File: src/rtl/systolic_divider.sv
// Bit-serial restoring divider: parallel divisor, serial MSB-first dividend in, serial quotient out.
// Optional synchronous abort input enabled by defining SYSTOLIC_DIVIDER_ABORT_EN.
module systolic_divider #(
    parameter int p_WORD_WIDTH = 4
) (
    input  logic                    i_CLK,
    input  logic                    i_RST_N,
    input  logic                    i_START,
    input  logic [p_WORD_WIDTH-1:0] i_DIVISOR,
    input  logic                    i_DIVIDEND,
`ifdef SYSTOLIC_DIVIDER_ABORT_EN
    input  logic                    i_ABORT,
`endif
    output logic                    o_BUSY,
    output logic                    o_QUOTIENT,
    output logic                    o_QUOTIENT_VALID,
    output logic [p_WORD_WIDTH-1:0] o_REMAINDER,
    output logic                    o_DONE,
    output logic                    o_DIV_BY_ZERO
);
    localparam int CNT_W = $clog2(p_WORD_WIDTH + 1);
    localparam logic [CNT_W-1:0] LAST_CNT = CNT_W'(p_WORD_WIDTH - 1);

    typedef enum logic [1:0] {
        S_IDLE,
        S_RUN,
        S_DONE
    } state_t;

    state_t                  state;
    state_t                  state_next;
    logic [p_WORD_WIDTH-1:0] divisor;
    logic [p_WORD_WIDTH-1:0] rem;
    logic [p_WORD_WIDTH-1:0] rem_next;
    logic [p_WORD_WIDTH-1:0] remainder;
    logic [p_WORD_WIDTH:0]   partial;
    logic [CNT_W-1:0]        cnt;
    logic                    q_bit;
    logic                    quotient;
    logic                    quotient_valid;
    logic                    div_by_zero;
    logic                    abort;
    logic                    start_ok;
    logic                    last_step;

`ifdef SYSTOLIC_DIVIDER_ABORT_EN
    assign abort = i_ABORT && (state != S_IDLE);
`else
    assign abort = 1'b0;
`endif

    // Abort wins over a coincident start; starts are ignored while RUN is in progress.
    assign start_ok  = i_START && (state != S_RUN) && !abort;
    assign last_step = (state == S_RUN) && (cnt == LAST_CNT);

    // rem < divisor is invariant, so the low W bits of the difference are exact.
    assign partial  = {rem, i_DIVIDEND};
    assign q_bit    = (partial >= {1'b0, divisor});
    assign rem_next = q_bit ? (partial[p_WORD_WIDTH-1:0] - divisor) : partial[p_WORD_WIDTH-1:0];

    // NOTE: sequential state uses non-blocking assignments so every register samples pre-edge values.
    always_ff @(posedge i_CLK or negedge i_RST_N) begin
        if (!i_RST_N) state <= S_IDLE;
        else          state <= state_next;
    end

    // NOTE: state_next gets a default before the case so no path leaves it unassigned (no latch).
    always_comb begin
        state_next = state;
        unique case (state)
            S_IDLE:  if (start_ok) state_next = S_RUN;
            S_RUN:   if (last_step) state_next = S_DONE;
            S_DONE:  state_next = start_ok ? S_RUN : S_IDLE;
            default: state_next = S_IDLE;
        endcase
        if (abort) state_next = S_IDLE;
    end

    always_ff @(posedge i_CLK or negedge i_RST_N) begin
        if (!i_RST_N) begin
            divisor        <= '0;
            rem            <= '0;
            cnt            <= '0;
            quotient       <= 1'b0;
            quotient_valid <= 1'b0;
            remainder      <= '0;
            div_by_zero    <= 1'b0;
        end else if (abort) begin
            rem            <= '0;
            cnt            <= '0;
            quotient       <= 1'b0;
            quotient_valid <= 1'b0;
            remainder      <= '0;
            div_by_zero    <= 1'b0;
        end else if (start_ok) begin
            divisor        <= i_DIVISOR;
            rem            <= '0;
            cnt            <= '0;
            quotient       <= 1'b0;
            quotient_valid <= 1'b0;
            div_by_zero    <= (i_DIVISOR == '0);
        end else if (state == S_RUN) begin
            rem            <= rem_next;
            cnt            <= cnt + 1'b1;
            quotient       <= q_bit;
            quotient_valid <= 1'b1;
            if (last_step) remainder <= rem_next;
        end else begin
            quotient       <= 1'b0;
            quotient_valid <= 1'b0;
        end
    end

    assign o_BUSY           = (state == S_RUN);
    assign o_DONE           = (state == S_DONE);
    assign o_QUOTIENT       = quotient;
    assign o_QUOTIENT_VALID = quotient_valid;
    assign o_REMAINDER      = remainder;
    assign o_DIV_BY_ZERO    = div_by_zero;

endmodule
File: config.mk
export PLATFORM = sky130hd
export DESIGN_NAME = systolic_divider
export DESIGN_NICKNAME = d
export VERILOG_FILES = /design/src/rtl/systolic_divider.sv
export SDC_FILE = /design/constraint.sdc
export NUM_CORES = 1
export LEC_CHECK = 0
export BUFFER_PORTS_ARGS = -buffer_cell sky130_fd_sc_hd__buf_2
export CAP_MARGIN = 20
export CORE_UTILIZATION = 51
export CTS_BUF_LIST = sky130_fd_sc_hd__clkbuf_4 sky130_fd_sc_hd__clkbuf_8
export CTS_CLUSTER_DIAMETER = 50
export DETAILED_ROUTE_END_ITERATION = 16
export PLACE_DENSITY = 0.76
export SYNTH_ARGS = -nofsm -noshare
export SYNTH_HDL_FRONTEND = slang
export SYNTH_SLANG_ARGS = --single-unit
File: constraint.sdc
create_clock -name i_CLK -period 1.6 [get_ports i_CLK]
set_input_delay 0.16 -clock i_CLK [delete_from_list [all_inputs] [get_ports i_CLK]]
set_output_delay 0.16 -clock i_CLK [all_outputs]
set_load 0.02 [all_outputs]
# == Word-level counts from Yosys, hierarchy flattened ==
# Cells that the tools add are included.
# word_totals
input_bits,8
ff_bits,20
wordCells,38
out_inout_bits,9
# op_classes
eq_ne,6
addsub,2
mux,13
n_reduce_logical,7
magnitude_cmp,1
bitwise_logic,1
# op_table
op,n
$mux 4,3
$mux 3,2
$pmux 2 s3,1
$ge 5x4->1,1
$mux 1,5
$logic_not 4->1,1
$mux 2,2
$ne 2x1->1 const B,2
$sub 4x4->4,1
$add 3x1->3 const B,1
$eq 3x2->1 const B,1
$reduce_and 3->1,1
$eq 2x1->1 const B,1
$eq 2x2->1 const B,1
$logic_and 1x1->1,2
$logic_not 2->1,1
$ne 2x2->1 const B,1
$reduce_and 2->1,1
$reduce_bool 2->1,1
$not 1->1,1

# == Logic depth before layout (Yosys ltp) ==
# depth
depth_word,4
ltp_mapped,7
depth_no_buf,7

# == Worst setup path after synthesis ==
# Ideal clock, no wire load.
# synth_timing
path_type,register to register
start,register rem[0]
end,register remainder[3] (netlist: o_REMAINDER[3])
n_path_buf,0
required_time_ns,1.471
period_less_slack_ns,1.509
stages_incl_launch_ff,6
t_arrival_ns,1.380
setup_slack_ns,0.091
setup_time_ns,0.129
path_cell_list,dfrtp_1 -> ha_1 -> nor4_4 -> o21ai_2 -> a21oi_1 -> o41ai_2
# synth_between
elab_chain_cells,2
word_cells_on_any_way,3
classes_between,add/sub: 1; order compare: 1; mux: 1
# synth_rtl
element,line_no,text
start: declaration,33,logic [p_WORD_WIDTH-1:0] rem;
start signal: assignment,103,rem <= rem_next;
$sub 4x4->4 / $ge 5x4->1 (equally long branches),"59, 58",
$mux 4 (*),59,assign rem_next = q_bit ? (partial[p_WORD_WIDTH-1:0] - divisor) : partial[p_WORD_WIDTH-1:0];
end signal: assignment,107,if (last_step) remainder <= rem_next;
end: declaration,35,logic [p_WORD_WIDTH-1:0] remainder;
# Mark *: on every way between the ends. The rest lies on a longest branch, timed or not.
# A chain may end at the register's enable or synchronous reset.

# == Final worst setup path ==
# layout_timing
start,register rem[0]
end,register rem[0]
# layout_between
elab_chain_cells,4
# layout_rtl
element,line_no,text
$ge 5x4->1,58,"assign q_bit = (partial >= {1'b0, divisor});"
$mux 4,59,
$mux 4,102,end else if (state == S_RUN) begin
$mux 4,95,end else if (start_ok) begin
# Every way passes these cells. The select of a mux whose other input is x is not followed.

==> impl_metrics.ini <==
[critical_path]
criticalPathCategory = reg2reg
arrival_ns = 1.88
worstSetupStartpointType = flip-flop
cp.required_ns = 1.85
cpPeakStageDelay_ns = 0.44
crit_path_max_fanout = 6
cp.buffers_inverters = 0
crit_family = simple AND/OR/NAND/NOR gates
cp-end-kind = flip-flop
crit_chain = ha_4 -> nor4_4 -> o21ai_4 -> and3_4 -> o31ai_4
crit_path_top_delay_cell = dfrtp_1

[clocking]
tritoncts = yes
numClockSinks = 20
htreeDepth = 1
numCtsBuffers = 3
clockRootBuffer = clkbuf_4
clkLatencyLatePin_ns = 0.33
clkTransAtPathRegs_ns = 0.13
clock_path_buffers = 2

[logic_synthesis]
syn_nets = 114
synth_top_area_share_pct = 48.0
synth_top_area_cell = dfrtp_1
postSynthAreaPerCell_um2 = 10.5
ys_types = 31
yosysWarnings = 0
synth_seq_area_share_pct = 48.0
ys_top_cells_by_count = dfrtp_1 (20), inv_1 (10), nand3_1 (9), nand2_1 (7), ha_1 (6)
yosys-top-cells-area = dfrtp_1 (48%), ha_1 (7.2%), nand3_1 (4.3%)
ys_ff_latch = 20
synth_edf_count = 0
synthFlopType = dfrtp_1
synth_most_common_cell = dfrtp_1
synth-async-reset-ratio_pct = 100
syn_area_mm2 = 0.00104
syn_inst = 99

[floorplanning]
coreArea_mm2 = 0.00182
io_pins = 17
dieWidth_um = 47.2
row_count = 15
die_h_um = 47.2
start_util_pct = 57.3
dieArea_mm2 = 0.00223

[timing]
min_period_ns = 1.64
hold_violations = 0
fin_worst_skew_ns = 0.00653
fin_crit_sh_pct = 102
tightest_slew_ns = 0.434
rsz0062_at_grt = yes
max_freq_mhz = 611
relSlewSlack_pct = 71.1
fin_ws_ns = -0.0377
setup_violations = 4
hold_slack_ns = 0.0676
maxSlewViolCount = 0

[route]
dr_total_vias = 862
first_iter_violations = 22
drt-total-wl_um = 2510
drc = 0
via_per_inst = 5.63
antenna_left = 0
firstDrtPassIters = 4
wl_per_cell_um = 16.4

[finish]
seq_area_um2 = 500
n_antenna_cell = 0
multi_input_area_um2 = 591
syn_to_final_growth_pct = 31.3
fin_area_mm2 = 0.00137
fill_cells = 128
layout.nets = 144
drive_gt1_share_pct = 43.8

[flow_run]
cap_violations = 0

[global_route]
grt-ovfl-total = 0
antenna_found_initial = 0
grt_pass1_wl_um = 3550
grt_pass1_vias = 804
grt_usage_pct = 24.1
grt_max_degree = 21

[outcome]
outcome = finished, violations left
violations = negative setup slack

[place]
gp_congestion = 0.804
dp_hpwl_um = 1550
io_buffers = 16
placed_cell_area_mm2 = 0.00118

[worst_hold_path]
hold_class = in2reg
-- cell type report --
type / count / share of cell area (%)
Timing Repair Buffer: 27 / 12.3
Sequential cell: 20 / 36.6
Inverter: 11 / 3.02
Multi-Input combinational cell: 66 / 43.1
Tap cell: 25 / 2.29
Clock buffer: 4 / 2.65
-- cells by family after synthesis --
kind of cell | Yosys count | share of synthesized area (%)
and+or+nand+nor | 33 | 17.3
AOI/OAI and AO/OA | 21 | 15.6
DFF | 20 | 48.0
buffers and inverters | 13 | 4.80
adders and majority gates | 7 | 9.12
muxes | 4 | 4.32
xor gates and xnor gates | 1 | 0.840
-- timing repair --
action / CTS / global route
hold buffers: 1 / 0
resized for setup: 4 / 19
hold endpoints to repair: 20 / 0
pin swaps: 1 / 10
endpoints found under the setup margin: 7 / 7
cloned: 0 / 0
setup buffers: 2 / 3
-- placed cells by master, fill, tap and decap left out, drive strengths merged, types with 2 or more instances in the layout --
master	synthesis	layout
nand2b	2	2
nor2	4	4
clkbuf	1	4
nor2b	2	2
mux2	4	4
inv	10	10
nand2	8	8
buf	1	26
o21a	2	2
ha	6	6
o31ai	4	4
o41ai	2	2
nor3	3	3
a21oi	4	4
nand3	9	9
dfrtp	20	20
o21ai	6	6
-- flip-flops by register name (all words and copies together) (netlist names) --
register	cells
o_QUOTIENT	1
rem	4
cnt	3
o_REMAINDER	4
o_DIV_BY_ZERO	1
state	2
o_QUOTIENT_VALID	1
divisor	4
-- worst paths after layout --
path,start,endpoint,slack [ns],depth (start not counted)
worst min register to register,o_REMAINDER[0],o_REMAINDER[0],0.49,2
worst max register to register,rem[0],rem[0],-0.04,5
worst min-delay path,i_DIVISOR[3],divisor[3],0.07,2
min in group asynchronous,i_RST_N,rem[2],0.31,2
worst max-delay path,rem[0],rem[0],-0.04,5
max in group asynchronous,i_RST_N,cnt[1],0.99,2
-- routing by layer --
layer  vias up  global-route usage (%)  wire, um
li1        405                       -         -
met1       420                    30.1      1090
met2        33                    38.6      1280
met3         4                    5.00        89
met4         0                    13.7        45
met5         -                       0         0
-- through the flow --
stage,util [%],setup TNS [ns],instances,setup WS (ns)
6_report,75.2,-0.0873,153,-0.0377
5_1_grt,75.2,-0.504,153,-0.0991
4_1_cts,69.0,-0.0333,150,-0.0176
3_5_place_dp,64.9,-0.264,143,-0.110
3_3_place_gp,64.9,-0.0200,143,-0.0200
2_1_floorplan,-,0,99,0.0905
Power is left out: the tool's default activity adds up to more than one toggle a clock period on the data nets, which glitch-free logic cannot reach.
